**src/rtl/memory_port_arbiter.sv**
```systemverilog
// Shares the chipset's byte-wide RAM port between bus cycles, CGA video fetches and periodic refresh.
// Define MEMORY_ARBITER_VIDEO_EN to build the video port and bus/video round-robin fairness.
module memory_port_arbiter #(
  parameter int REFRESH_INTERVAL = 780
) (
  input  logic        clock,
  input  logic        reset_n,
  input  logic [19:0] address,
  input  logic [7:0]  bus_write_data,
  input  logic        memory_read_n,
  input  logic        memory_write_n,
  input  logic        ram_address_select_n,
  output logic [7:0]  bus_read_data,
  output logic        memory_access_ready,
  input  logic        video_request,
  input  logic [19:0] video_address,
  output logic        video_ack,
  output logic [7:0]  video_read_data,
  output logic        ram_request,
  output logic        ram_write,
  output logic        ram_refresh,
  output logic [19:0] ram_address,
  output logic [7:0]  ram_write_data,
  input  logic        ram_ack,
  input  logic [7:0]  ram_read_data,
  output logic        refresh_overrun
);
  localparam int CW = $clog2(REFRESH_INTERVAL);

`ifdef MEMORY_ARBITER_VIDEO_EN
  typedef enum logic [2:0] {IDLE, BUS, BUS_HOLD, REFRESH, VIDEO} state_t;
`else
  typedef enum logic [1:0] {IDLE, BUS, BUS_HOLD, REFRESH} state_t;
`endif

  state_t        state_reg, state_next;
  logic [CW-1:0] refresh_count_reg;
  logic          refresh_pending_reg;
  logic          refresh_wrap;
  logic          pending_clear;
  logic          bus_pend;
  logic          request_next, write_next, refresh_next;
  logic [19:0]   address_next;
  logic [7:0]    write_data_next, bus_rdata_next;
`ifdef MEMORY_ARBITER_VIDEO_EN
  logic          last_bus_reg, last_bus_next;
  logic          video_ack_next;
  logic [7:0]    video_data_next;
`endif

  assign bus_pend     = ~ram_address_select_n & (~memory_read_n | ~memory_write_n);
  assign refresh_wrap = (refresh_count_reg == CW'(REFRESH_INTERVAL - 1));
  // Ready is forced high while reset is held so a stalled CPU cycle is released at once.
  assign memory_access_ready = ~reset_n | ~(bus_pend & (state_reg != BUS_HOLD));

  always_comb begin
    state_next      = state_reg;
    request_next    = ram_request;
    write_next      = ram_write;
    refresh_next    = ram_refresh;
    address_next    = ram_address;
    write_data_next = ram_write_data;
    bus_rdata_next  = bus_read_data;
    pending_clear   = 1'b0;
`ifdef MEMORY_ARBITER_VIDEO_EN
    last_bus_next   = last_bus_reg;
    video_ack_next  = 1'b0;
    video_data_next = video_read_data;
`endif
    case (state_reg)
      IDLE: begin
        if (refresh_pending_reg) begin
          state_next      = REFRESH;
          request_next    = 1'b1;
          write_next      = 1'b0;
          refresh_next    = 1'b1;
          address_next    = '0;
          write_data_next = '0;
        end
`ifdef MEMORY_ARBITER_VIDEO_EN
        else if (video_request && (!bus_pend || last_bus_reg)) begin
          state_next      = VIDEO;
          request_next    = 1'b1;
          write_next      = 1'b0;
          refresh_next    = 1'b0;
          address_next    = video_address;
          write_data_next = '0;
          last_bus_next   = 1'b0;
        end
`endif
        else if (bus_pend) begin
          state_next      = BUS;
          request_next    = 1'b1;
          write_next      = ~memory_write_n;
          refresh_next    = 1'b0;
          address_next    = address;
          write_data_next = bus_write_data;
`ifdef MEMORY_ARBITER_VIDEO_EN
          last_bus_next   = 1'b1;
`endif
        end
      end
      BUS: begin
        if (ram_ack) begin
          state_next   = BUS_HOLD;
          request_next = 1'b0;
          // A read whose strobe already released is simply dropped.
          if (!ram_write && bus_pend) bus_rdata_next = ram_read_data;
        end
      end
      BUS_HOLD: begin
        if (!bus_pend) state_next = IDLE;
      end
      REFRESH: begin
        if (ram_ack) begin
          state_next    = IDLE;
          request_next  = 1'b0;
          refresh_next  = 1'b0;
          pending_clear = 1'b1;
        end
      end
`ifdef MEMORY_ARBITER_VIDEO_EN
      VIDEO: begin
        if (ram_ack) begin
          state_next      = IDLE;
          request_next    = 1'b0;
          video_ack_next  = 1'b1;
          video_data_next = ram_read_data;
        end
      end
`endif
      default: state_next = IDLE;
    endcase
  end

  always_ff @(posedge clock or negedge reset_n) begin
    if (!reset_n) begin
      state_reg           <= IDLE;
      refresh_count_reg   <= '0;
      refresh_pending_reg <= 1'b0;
      refresh_overrun     <= 1'b0;
      ram_request         <= 1'b0;
      ram_write           <= 1'b0;
      ram_refresh         <= 1'b0;
      ram_address         <= '0;
      ram_write_data      <= '0;
      bus_read_data       <= '0;
    end else begin
      state_reg           <= state_next;
      refresh_count_reg   <= refresh_wrap ? '0 : refresh_count_reg + 1'b1;
      // A wrap sets pending even in the cycle a refresh completes.
      refresh_pending_reg <= refresh_wrap | (refresh_pending_reg & ~pending_clear);
      refresh_overrun     <= refresh_overrun | (refresh_wrap & refresh_pending_reg);
      ram_request         <= request_next;
      ram_write           <= write_next;
      ram_refresh         <= refresh_next;
      ram_address         <= address_next;
      ram_write_data      <= write_data_next;
      bus_read_data       <= bus_rdata_next;
    end
  end

`ifdef MEMORY_ARBITER_VIDEO_EN
  always_ff @(posedge clock or negedge reset_n) begin
    if (!reset_n) begin
      last_bus_reg    <= 1'b0;
      video_ack       <= 1'b0;
      video_read_data <= '0;
    end else begin
      last_bus_reg    <= last_bus_next;
      video_ack       <= video_ack_next;
      video_read_data <= video_data_next;
    end
  end
`else
  logic unused_video;
  assign unused_video    = &{1'b0, video_request, video_address};
  assign video_ack       = 1'b0;
  assign video_read_data = '0;
`endif

endmodule

```
**config.mk**
```make
export PLATFORM = sky130hd
export DESIGN_NAME = memory_port_arbiter
export DESIGN_NICKNAME = d
export VERILOG_FILES = /design/src/rtl/memory_port_arbiter.sv
export SDC_FILE = /design/constraint.sdc
export NUM_CORES = 1
export LEC_CHECK = 0
export ABC_AREA = 1
export CAP_MARGIN = 5
export CORE_MARGIN = 2
export CORE_UTILIZATION = 27
export CTS_CLUSTER_SIZE = 16
export DETAILED_ROUTE_END_ITERATION = 12
export PLACE_DENSITY_LB_ADDON = 0.15
export SYNTH_ARGS = -nofsm -noshare
export SYNTH_HDL_FRONTEND = slang
export SYNTH_SLANG_ARGS = --single-unit
```
**constraint.sdc**
```tcl
create_clock -name clock -period 2.8 [get_ports clock]
set_input_delay 0.84 -clock clock [delete_from_list [all_inputs] [get_ports clock]]
set_output_delay 0.84 -clock clock [all_outputs]
set_load 0.05 [all_outputs]
```
==> flow_metrics.tcl <==
set metrics [dict create \
    hold_buffers 0 \
    max_slew_margin_pct 55.5 \
    cp_top_family "buffers and inverters" \
    post-cts-setup-buffers 0 \
    grt_overflow_total 0 \
    nNetsFinal 416 \
    final_util_pct 40.0 \
    cts-resized-gates 0 \
    tightest_slew_ns 0.668 \
    max_freq_mhz 384 \
    core_area_um2 8300 \
    wl_per_cell_um 11.1 \
    power_density_nw_per_um2 1110 \
    grt_pass1_vias 1836 \
    fin_crit_sh_pct 93.1 \
    cts_buffer_depth 2 \
    vias 1861 \
    die_area_um2 9380 \
    grt_max_degree 54 \
    crit_chain "clkdlybuf4s50_1 > nand2_1 > nand2_1 > nor2_1 > nand2_1 > buf_12" \
    grt_util_all_layers_pct 11.6 \
    p_sw_w 0.00175 \
    cts_tree "done" \
    rsz0062_at_grt "false" \
    fin_crit_ns 2.61 \
    grt_pass1_wl_um 8850 \
    htree_num_levels 2 \
    power_frac_comb_pct 53.5 \
    maxCapViolCount 0 \
    drc 0 \
    synth_warnings 0 \
    hold_violations 0 \
    layout_commonest_cell "nand2_1" \
    clk_pin_slew_ns 0.09 \
    nFillCells 825 \
    yosysSeqAreaShare_pct 57.0 \
    antenna_found_initial 0 \
    crit_type "in2out" \
    skew_ns 0.0101 \
    cp_common_cell "nand2_1" \
    status "completed" \
    synth_area_um2 2330 \
    worstSkewPairLatency_ns 0.32 \
    vias_per_cell 4.06 \
    worst-endpoint-required_ns 1.96 \
    cp_slowest_cell "clkdlybuf4s50_1" \
    initial_core_util_pct 28.0 \
    clock_sinks 53 \
    ant_nets 0 \
    critPathArrivalTime_ns 1.77 \
    cts-root-buf "clkbuf_8" \
    cpPeakStageDelay_ns 0.47 \
    dpl.hpwl_um 3570 \
    drive_gt1_share_pct 7.37 \
    power.internal_w 0.00193 \
    ys_ff_latch 53 \
    dieHeight_um 96.8 \
    areaGrowthSynthToFinish_pct 42.5 \
    portBuffers 82 \
    drt_wl_total_um 5080 \
    power.share.sequential_pct 32.0 \
    p_clk_share_pct 14.5 \
    path_buf_inv 2 \
    synth_area_per_cell_um2 8.65 \
    cellLeakagePower_nw 1.66 \
    setup_viol 0 \
    fp-row-count 33 \
    setup-tns-final_ns 0 \
    place_congestion 0.713 \
    hold_class "reg2reg" \
    cp_max_fo 3 \
    critPathLaunchType "primary input" \
    p_sw_share_pct 47.6 \
    drt_iter0_markers 79 \
    end_kind "output port" \
    io_pins 113 \
    numCtsBuffers 5 \
    synth_cell_types 24 \
    dr.pass1.iters 4 \
    die_width_um 96.8 \
    ir_worst_vdd_uv 457 \
    slew_viol_final 0 \
    final_cell_mix "nand2_1 (120), clkdlybuf4s50_1 (80), dfrtp_1 (53)" \
    synthCells 269 \
    largest_reg_flops 20 \
    n_antenna_cell 0 \
]
[path summary, 6_finish.rpt]
path,from,endpoint,slack (ns),cells past startpoint
setup / recovery,memory_write_n,memory_access_ready,0.19,6
hold / removal,refresh_count_reg[0],refresh_count_reg[0],0.46,1
setup reg to reg,state_reg[1],ram_write_data[4],1.44,5
hold reg to reg,refresh_count_reg[0],refresh_count_reg[0],0.46,1
max in group asynchronous,reset_n,ram_refresh,1.67,2
min in group asynchronous,reset_n,ram_address[1],0.69,2
[final cells by class]
cell class	instances	area [um^2]	area share, %
Inverter	27	101	3.06
Sequential cell	53	1330	40.0
Multi-Input combinational cell	181	805	24.3
Clock inverter	3	43.8	1.32
Tap cell	105	131	3.96
Clock buffer	5	68.8	2.07
Timing Repair Buffer	84	841	25.3
[layer usage]
layer  share of wire (%)  global-route usage (%)  up-vias
met1                  47                    14.9      844
li1                    -                       -      955
met5                   0                       0        -
met2                  46                    18.9       55
met3                 5.4                    3.25        7
met4                 1.5                    3.90        0
[logic make-up after synthesis]
logic type	after synthesis	share of synthesized area, %
AOI/OAI and AO/OA	14	4.46
xor gates and xnor gates	5	1.88
adders and majority gates	1	0.538
and+or+nand+nor	152	26.2
DFF	53	57.0
other	1	0.161
buffers and inverters	43	9.73
[Yosys cell counts (all sizes together)]
library cell	count	area, um^2
nor3	1	5.00
conb	1	3.75
nand3	7	52.6
ha	1	12.5
inv	27	101
buf	16	125
o21ai	9	75.1
xnor2	2	17.5
nand4	3	18.8
xor2	3	26.3
nor2	21	83.8
dfrtp	53	1330
a31oi	1	6.26
a21oi	3	15.0
nand2	120	450
o21bai	1	7.51
[power by group through the flow]
stage	Sequential (W)	Clock (W)	Combinational, W
2_1_floorplan	0.00205	0	0.000489
3_3_place_gp	0.00119	0	0.00199
3_5_place_dp	0.00119	0	0.00200
4_1_cts	0.00118	0.000558	0.00200
5_1_grt	0.00122	0.000587	0.00211
6_report	0.00118	0.000534	0.00197
[stage by stage]
step | instance area (um^2) | setup WS, ns | hold WS (ns) | total power, W | std cells
floorplan | 2360 | 0.612 | 0.432 | 0.00254 | 277
global placement | 3200 | 0.189 | 0.446 | 0.00318 | 450
global route | 3320 | 0.113 | 0.493 | 0.00392 | 458
finish | 3320 | 0.194 | 0.463 | 0.00369 | 458
CTS | 3320 | 0.192 | 0.468 | 0.00374 | 458
detailed placement | 3200 | 0.200 | 0.454 | 0.00319 | 450
Note: power is estimated with default switching activity, not from simulation.
